**src/rtl/tdm_pkg.sv**
```systemverilog
// tdm_pkg: shared types, defaults and helpers for the TDM demux
package tdm_pkg;
    typedef enum logic {HUNT, LOCKED} state_t;
    localparam int NSLOTS_DEF = 4;
    function automatic int slot_w(input int n);
        return $clog2(n);
    endfunction
endpackage

```
**src/rtl/tdm_slot_counter.sv**
```systemverilog
// tdm_slot_counter: slot index counter with clear, load-to-1, enable and wrap
module tdm_slot_counter
    import tdm_pkg::*;
#(
    parameter int NSLOTS = NSLOTS_DEF,
    localparam int SLOT_W = slot_w(NSLOTS)
) (
    input  logic              clk,
    input  logic              rst_n,
    input  logic              en,
    input  logic              load1,
    input  logic              clr,
    output logic [SLOT_W-1:0] slot,
    output logic              last
);
    assign last = slot == SLOT_W'(NSLOTS - 1);
    always_ff @(posedge clk) begin
        if (!rst_n || clr) slot <= '0;
        else if (load1) slot <= SLOT_W'(1);
        else if (en) slot <= last ? '0 : slot + SLOT_W'(1);
    end
endmodule

```
**src/rtl/tdm_demux_1_4.sv**
```systemverilog
// tdm_demux_1_4: rebuilds NSLOTS parallel channels from a framed TDM stream
module tdm_demux_1_4
    import tdm_pkg::*;
#(
    parameter int WIDTH = 1,
    parameter int NSLOTS = NSLOTS_DEF,
    localparam int SLOT_W = slot_w(NSLOTS)
) (
    input  logic                    clk,
    input  logic                    rst_n,
    input  logic [WIDTH-1:0]        din,
    input  logic                    din_valid,
    input  logic                    fsync,
    output logic [NSLOTS*WIDTH-1:0] dout,
    output logic                    frame_valid,
    output logic [SLOT_W-1:0]       slot,
    output logic                    locked,
    output logic                    sync_err
);
    state_t state, nstate;
    logic [NSLOTS-2:0][WIDTH-1:0] shadow;
    logic ld, en, clr, wr, fv_d, err_d, last;

    tdm_slot_counter #(.NSLOTS(NSLOTS)) u_cnt (
        .clk(clk), .rst_n(rst_n), .en(en), .load1(ld), .clr(clr), .slot(slot), .last(last)
    );

    assign locked = state == LOCKED;

    always_comb begin
        nstate = state;
        ld = 1'b0;
        en = 1'b0;
        clr = 1'b0;
        wr = 1'b0;
        fv_d = 1'b0;
        err_d = 1'b0;
        if (din_valid) begin
            if (state == HUNT) begin
                ld = fsync;
                nstate = fsync ? LOCKED : HUNT;
            end else if (fsync) begin
                ld = 1'b1;
                err_d = slot != '0;
            end else if (slot == '0) begin
                err_d = 1'b1;
                clr = 1'b1;
                nstate = HUNT;
            end else begin
                en = 1'b1;
                wr = !last;
                fv_d = last;
            end
        end
    end

    always_ff @(posedge clk) begin
        if (!rst_n) state <= HUNT;
        else state <= nstate;
    end

    // The final slot goes straight to dout, so shadow holds only slots 0..NSLOTS-2
    always_ff @(posedge clk) begin
        if (!rst_n) begin
            shadow <= '0;
            dout <= '0;
            frame_valid <= 1'b0;
            sync_err <= 1'b0;
        end else begin
            frame_valid <= fv_d;
            sync_err <= err_d;
            if (fv_d) dout <= {din, shadow};
            for (int k = 0; k < NSLOTS - 1; k++)
                if ((ld && k == 0) || (wr && slot == SLOT_W'(k))) shadow[k] <= din;
        end
    end
endmodule

```
**config.mk**
```make
export PLATFORM = sky130hd
export DESIGN_NAME = tdm_demux_1_4
export DESIGN_NICKNAME = d
export VERILOG_FILES = /design/src/rtl/tdm_pkg.sv /design/src/rtl/tdm_slot_counter.sv /design/src/rtl/tdm_demux_1_4.sv
export SDC_FILE = /design/constraint.sdc
export NUM_CORES = 1
export LEC_CHECK = 0
export BUFFER_PORTS_ARGS = -buffer_cell sky130_fd_sc_hd__buf_2
export CAP_MARGIN = 20
export CORE_AREA = 5 5 42 44
export CTS_CLUSTER_DIAMETER = 200
export CTS_CLUSTER_SIZE = 8
export DETAILED_ROUTE_END_ITERATION = 10
export DIE_AREA = 0 0 47 49
export SETUP_SLACK_MARGIN = 0.5
export SYNTH_ARGS = -nofsm -noshare
export SYNTH_HDL_FRONTEND = slang
export SYNTH_HIERARCHICAL = 1
export SYNTH_SLANG_ARGS = --single-unit
```
**constraint.sdc**
```tcl
create_clock -name clk -period 3 [get_ports clk]
set_input_delay 0.15 -clock clk [delete_from_list [all_inputs] [get_ports clk]]
set_output_delay 0.15 -clock clk [all_outputs]
set_load 0.005 [all_outputs]
```
==> results of run 1 <==
[where the power goes]
group | total, mW | internal, mW | switching, mW | leakage, nW
combinational | 0.0243 | 0.0106 | 0.0137 | 0.193
clock | 0.0952 | 0.0463 | 0.0489 | 0.0138
sequential | 0.165 | 0.162 | 0.00320 | 0.0972
[routing by layer]
| layer | vias up | part of all wire | global-route usage |
|---|---|---|---|
| li1 | 214 | - | - |
| met1 | 191 | 0.46 | 0.118 |
| met2 | 8 | 0.47 | 0.156 |
| met3 | 2 | 0.053 | 0.0332 |
| met4 | 0 | 0.0080 | 0.0691 |
| met5 | - | 0 | 0 |
[stage by stage]
stage               utilization  setup WS (ns)
global route              0.465           1.37
global placement          0.449           1.58
detailed placement        0.449           1.52
CTS                       0.465           1.51
floorplan                     -           1.60
finish                    0.465           1.52
[flip-flops by register name, indices dropped and copies added (netlist names)]
| register | count |
|---|---|
| u_cnt/slot | 2 |
| dout | 4 |
| shadow | 3 |
| sync_err | 1 |
| frame_valid | 1 |
| locked | 1 |
[cell usage in the layout (no fill, tap or decap)]
cell,instances
sky130_fd_sc_hd__or2_4,1
sky130_fd_sc_hd__nand3b_1,2
sky130_fd_sc_hd__mux2i_1,8
sky130_fd_sc_hd__or3b_1,1
sky130_fd_sc_hd__clkbuf_4,3
sky130_fd_sc_hd__inv_1,2
sky130_fd_sc_hd__nand2_1,10
sky130_fd_sc_hd__nor3_1,1
sky130_fd_sc_hd__nand2b_1,2
sky130_fd_sc_hd__nor4b_4,1
sky130_fd_sc_hd__dfxtp_1,12
sky130_fd_sc_hd__ha_1,3
sky130_fd_sc_hd__inv_2,1
sky130_fd_sc_hd__a31oi_1,1
sky130_fd_sc_hd__o21ai_0,1
sky130_fd_sc_hd__and4bb_2,1
sky130_fd_sc_hd__and3_1,2
sky130_fd_sc_hd__nor2b_1,1
sky130_fd_sc_hd__buf_2,13
sky130_fd_sc_hd__and2_1,1
sky130_fd_sc_hd__nor2_1,2
sky130_fd_sc_hd__and2_2,1
[cell type report]
class,count,area (sq um),area share
multi-input combinational,39,293,0.449
sequential,12,240,0.369
timing repair buffer,13,65.1,0.0998
clock buffer,3,22.5,0.0345
tap,16,20.0,0.0307
inverter,3,11.3,0.0173
[worst max path at each step]
stage,endpoint,slack (ns)
floorplan,u_cnt/slot[0],1.60
global placement,u_cnt/slot[0],1.58
detailed placement,u_cnt/slot[0],1.52
CTS,u_cnt/slot[0],1.51
global route,u_cnt/slot[0],1.37
finish,u_cnt/slot[0],1.52
[cells by family (layout without fill, tap and decap cells)]
kind of cell,Yosys count,after routing,share of synthesized area
muxes,8,8,0.145
buffers and inverters,4,19,0.0340
and+or+nand+nor,26,26,0.297
AOI/OAI and AO/OA,2,2,0.0204
DFF,12,12,0.435
adders and majority gates,3,3,0.0680
[worst max-delay path, delay by kind of cell, from the launching register on]
family / cells / cell delay, ns
AO/OA/AOI/OAI: 1 / 0.15
adder cells (fa/ha/maj): 1 / 0.13
AND/OR/NAND/NOR: 3 / 0.71
flip-flops: 1 / 0.42
==> impl_results.md, run 1 <==
- Outcome: finished clean
- Post-route setup TNS: 0 ns
- Total of max-cap violations: 0
- Number of ports placed on the die boundary: 14
- Proportion of register bits with asynchronous set or reset after synthesis: 0
- Drt via density: roughly 4.8
- Netlist Area Pre-Place: 552 sq um
- Library cell used as clock root buffer: sky130_fd_sc_hd__clkbuf_4
- Vertical die dimension: ~49 um
- Number of stages on the worst hold path: 3
- FP Rows: 14
- Count of cell types in the netlist: 21
- Maximum number of pins on one net before global-route repair: 14
- Setup skew after layout: 0.000282 ns
- Leak: 0.305 nW
- Post-cts sizing count: 0
- Main flop type after synthesis: sky130_fd_sc_hd__dfxtp_1
- Synthesized Nets: 63
- Hold bufs inserted after CTS: 0
- Critical Path Start Type: flop
- Post-synth top area cell: sky130_fd_sc_hd__dfxtp_1
- Hold Path Class: primary input to flop
- Number of standard cells in the layout, taps in and fillers out: 86
- I/O Buffers: 13
- Number of buffers on the longest clock path: 2
- Cell chain of the critical path: or2_4, ha_1, and3_1, or3b_1, a31oi_1
- Worst endpoint data arrival time: 1.68 ns
- Worst R2R Path Depth: 5
- Crit path max fanout: 7
- Post-layout power: 285 uW
- Synth top cells by count: sky130_fd_sc_hd__dfxtp_1, sky130_fd_sc_hd__nand2_1, sky130_fd_sc_hd__mux2i_1, sky130_fd_sc_hd__ha_1
- Final Hold Viols: 0
- Number of global-route vias before repair: 401
- Slew at the pin closest to its max-slew limit: 0.434 ns
- Clock tree from TritonCTS: yes
- Top post-synthesis cells by area: sky130_fd_sc_hd__dfxtp_1, sky130_fd_sc_hd__mux2i_1, sky130_fd_sc_hd__ha_1, sky130_fd_sc_hd__nand2_1, sky130_fd_sc_hd__nor4b_4
- Overflow left after global routing: 0
- Delay of the slowest cell on the worst path: 0.42 ns
- Minimum period implied by the final worst setup slack: 1.48 ns
- Reg-to-reg slack, setup: 1.52 ns
- Gate count of the mapped netlist: 55
- Global placement routability congestion: 0.772
- Final setup violation count: 0
- Floorplan core area: approximately 1400 sq um
- Post-DP HPWL: about 790 um
- Area fraction of the dominant cell type after synthesis: 0.435
- Total die area: 2300 sq um
- Hold endpoint: shadow[0]
- Endpoint of the worst-slack reg-to-reg timing path: u_cnt/slot[0]
- Max Clk Rate: 0.675 GHz
- Final hold slack: approximately 0.17 ns
- Initial drt markers: 8
- Library cell with the highest instance count after synthesis: sky130_fd_sc_hd__dfxtp_1
- # H-tree levels: 1
- Post-synthesis sequential area ratio: 0.435
- Post-route ant nets: 0
- Number of iterations in the first detailed-routing pass: 2
- Standard cell area after detailed placement: approximately 630 sq um
- Worst r2r src: u_cnt/slot[0]
- Cts bufs inserted: 3
- Critical Path Source: u_cnt/slot[0]
- Power density relative to cell area: 437 nW/um^2
- Rel. slew slack: 0.710
- Final period util: 0.494
- Final cell area excluding filler cells: ~650 sq um
- Count of filler cells inserted in the layout: roughly 160
- Global-route wire length before repair: 1690 um
- Setup repair after global routing missed its margin: no
- Width of the die: 47 um
- Clock-pin slew of the registers on the worst-case setup and hold paths: 0.07 ns
- Number of nets in the finished design: 80
- Endpoint class of the critical path: flop
- Worst VDD drop: 0.000213 V
- Critical setup path kind: flop to flop
- Number of synthesis warnings: 6
- Placed Instances: 83
- Proportion of layout cells with a drive suffix above 1: 0.300
- Data required time at the worst endpoint: 3.19 ns
- GRT Total Usage: 0.103
- Total length of routed wires: ~1000 um
- Post-synthesis register bit count: 12
- Initial antenna violation count: 0
- Area added between synthesis and finish: 18.1%
- Number of synthesized flops with an enable pin: 0
- Num Clock Sinks: 12
- Mean cell area of the mapped netlist: 10.0 sq um
- Vias after detailed routing: 415
- Post-route DRC: 0
- Setup Buffers After CTS: 0
- Clock latency at the later pin of the worst-skew pair: roughly 0.26 ns
- Initial Util: 0.394
- Number of diodes added for antenna fixing: 0
- Hold Startpoint: din
- Number of max-slew violations in the final report: 0
- Final routed wire length divided by cell count: 11.7 um
- Slowest cell on crit path: sky130_fd_sc_hd__dfxtp_1
Note: power is estimated with default switching activity, not from simulation.
==> run 2: changes to the inputs <==
- PLACE_DENSITY: default -> 0.67
- clock period: 3 -> 1.3 ns (I/O delays scaled with it)
==> run 2 against run 1 <==
  * The flow now finishes with violations (negative setup slack)
  * Sequential share of layout area fell by 3.7 points
  * Largest cell class unchanged
  * Cell area rose by 18%
  * Critical endpoint unchanged
  * Critical path type unchanged
  * Die area did not move
  * Clock skew rose by 0.0021 ns
  * Utilization rose by 8.2 points
  * Combinational power rose to 3.1 times the previous value
  * Maximum frequency rose by 12%
  * Count of clock-buffer cells in the layout rose by 1
  * Sequential power rose by 130%
==> impl_results.md, run 2 (same netlist as run 1, synthesis figures left out) <==
- Clock latency at the later pin of the worst-skew pair: 0.26 ns (about the same)
- Total length of routed wires: 1070 um (+6.4%)
- Vias after detailed routing: 443 (+6.7%)
- Final Hold Viols: 0 (unchanged)
- Worst endpoint data arrival time: 1.51 ns (-0.17 ns)
- FP Rows: 14 (unchanged)
- Final period util: 1.02 (+0.523)
- Number of ports placed on the die boundary: 14 (unchanged)
- Maximum number of pins on one net before global-route repair: 14 (unchanged)
- Rel. slew slack: 0.837 (+0.128)
- Final hold slack: 0.0793 ns (-0.0924 ns)
- Worst slack after detailed placement: -0.00997 ns (-1.53 ns)
- Floorplan core area: 1400 sq um (unchanged)
- Width of the die: 47 um (unchanged)
- Leading cell type in the layout, fill and taps excluded: sky130_fd_sc_hd__buf_2
- PnR worst setup slack: -0.0217 ns (-1.54 ns)
- Number of buffers on the longest clock path: 2 (unchanged)
- Number of global-route vias before repair: 462 (+15%)
- Overflow left after global routing: 0 (unchanged)
- Proportion of layout cells with a drive suffix above 1: 0.520 (+0.220)
- Global placement routability congestion: 0.753 (-2.4%)
- Minimum period implied by the final worst setup slack: 1.32 ns (-0.161 ns)
- GRT Total Usage: 0.107 (+0.00346)
- Crit path max fanout: 4 (-3)
- Library cell used as clock root buffer: sky130_fd_sc_hd__clkbuf_4
- Data required time at the worst endpoint: 1.49 ns (-1.70 ns)
- Max Clk Rate: 0.757 GHz (+12%)
- Register bank with the most flops: dout
- Drt via density: 4.87 (+0.88%)
- Setup skew after layout: 0.00233 ns (+0.00205 ns)
- Cts bufs inserted: 3 (unchanged)
- Final setup violation count: 1 (+1)
- Vertical die dimension: 49 um (unchanged)
- Outcome: finished, violations left
- Worst R2R Path Depth: 5 (unchanged)
- Final routed wire length divided by cell count: 11.7 um (+0.54%)
- Worst VDD drop: 0.000683 V (+220%)
- Count of filler cells inserted in the layout: 136 (-14%)
- Num Clock Sinks: 12 (unchanged)
- Registers with the most flip-flops: dout: 4 flops, shadow: 3 flops, u_cnt/slot: 2 flops
- Number of flip-flops under the largest register name: 4 (unchanged)
- Initial Util: 0.394 (unchanged)
- Top library cells by usage in the layout, fill and taps aside: sky130_fd_sc_hd__buf_2, sky130_fd_sc_hd__nand2_1, sky130_fd_sc_hd__mux2i_1, sky130_fd_sc_hd__dfxtp_2, sky130_fd_sc_hd__dfxtp_1
- Hold Path Class: primary input to flop
- Global-route wire length before repair: 1880 um (+11%)
- Post-route ant nets: 0 (unchanged)
- Initial antenna violation count: 0 (unchanged)
- Total die area: 2300 sq um (unchanged)
- Post-route DRC: 0 (unchanged)
- Power density relative to cell area: 969 nW/um^2 (+120%)
- I/O Buffers: 13 (unchanged)
- Clock-pin slew of the registers on the worst-case setup and hold paths: 0.08 ns (about the same)
- Critical Path Start Type: flop
- Total of max-cap violations: 0 (unchanged)
- Number of iterations in the first detailed-routing pass: 2 (unchanged)
- Number of diodes added for antenna fixing: 0 (unchanged)
- Endpoint class of the critical path: flop
- Number of nets in the finished design: 84 (+5.0%)
- Slew at the pin closest to its max-slew limit: 0.244 ns (-0.190 ns)
- Number of max-slew violations in the final report: 0 (unchanged)
- Clock tree from TritonCTS: yes
- Area added between synthesis and finish: 39.0%
- Setup repair after global routing missed its margin: yes
- Critical setup path kind: flop to flop
- Number of stages on the worst hold path: 3 (unchanged)
- # H-tree levels: 1 (unchanged)
- Initial drt markers: 3 (-5)
- Leak: 0.340 nW (+12%)
- Failing checks: negative setup slack
- Post-DP HPWL: 810 um (+3.0%)
## run 2: cell types whose count changed in the layout (fill, tap and decap cells not counted), moves of 2 or more
cell,delta
sky130_fd_sc_hd__buf_2,-2
sky130_fd_sc_hd__dfxtp_4,+2
sky130_fd_sc_hd__and3_1,-2
sky130_fd_sc_hd__dfxtp_1,-7
sky130_fd_sc_hd__dfxtp_2,+5
sky130_fd_sc_hd__buf_6,+4
sky130_fd_sc_hd__and3_4,+2
sky130_fd_sc_hd__buf_4,+2
## run 2: critical path, stage by stage, from the launching register on
cell	delay, ns
sky130_fd_sc_hd__dfxtp_4	0.36
sky130_fd_sc_hd__or2_4	0.13
sky130_fd_sc_hd__ha_4	0.12
sky130_fd_sc_hd__and3_4	0.18
sky130_fd_sc_hd__or3b_1	0.34
sky130_fd_sc_hd__a31oi_1	0.12
## run 2: metal layers
metal  wire (um)  up-vias  GRT usage
li1            -      228          -
met4           0        0     0.0276
met1         486      204      0.140
met3          76        0     0.0258
met2         503       11      0.170
met5           0        -          0
## run 2: stage by stage
| step | util | TNS (ns) | instances | cell area (sq um) | power, mW |
|---|---|---|---|---|---|
| 2_1_floorplan | - | 0 | 55 | 574 | 0.428 |
| 3_3_place_gp | 0.481 | 0 | 86 | 674 | 0.453 |
| 3_5_place_dp | 0.481 | -0.0151 | 86 | 674 | 0.455 |
| 4_1_cts | 0.532 | -0.0238 | 90 | 746 | 0.751 |
| 5_1_grt | 0.547 | -0.181 | 91 | 767 | 0.780 |
| 6_report | 0.547 | -0.0217 | 91 | 767 | 0.743 |
## run 2: final timing paths
path	start	end	slack, ns
setup reg to reg	u_cnt/slot[0]	u_cnt/slot[0]	-0.02
hold / removal	din	shadow[0]	0.08
setup / recovery	u_cnt/slot[0]	u_cnt/slot[0]	-0.02
hold reg to reg	dout[0]	dout[0]	0.46
## run 2: where the power goes
part / internal (mW) / switching (mW) / total, mW / leakage (nW)
clock: 0.170 / 0.118 / 0.288 / 0.0210
combinational: 0.0362 / 0.0380 / 0.0742 / 0.218
sequential: 0.373 / 0.00731 / 0.381 / 0.101
total: 0.579 / 0.164 / 0.743 / 0.340
## run 2: what timing repair did
| action | 4_1_cts | 5_1_grt |
|---|---|---|
| gates resized for setup | 8 | 6 |
| hold buffers | 0 | 0 |
| setup buffers | 0 | 1 |
| endpoints found under the setup margin | 14 | 18 |
| hold endpoints to repair | 0 | 0 |
| pin swaps | 3 | 0 |
## run 2: layout make-up
class,count,area [sq um],area share
multi-input cells,39,330,0.431
inverters,3,11.3,0.0147
repair buffers,17,115,0.150
well taps,16,20.0,0.0261
clock buffers,4,36.3,0.0473
flip-flops and latches,12,254,0.331
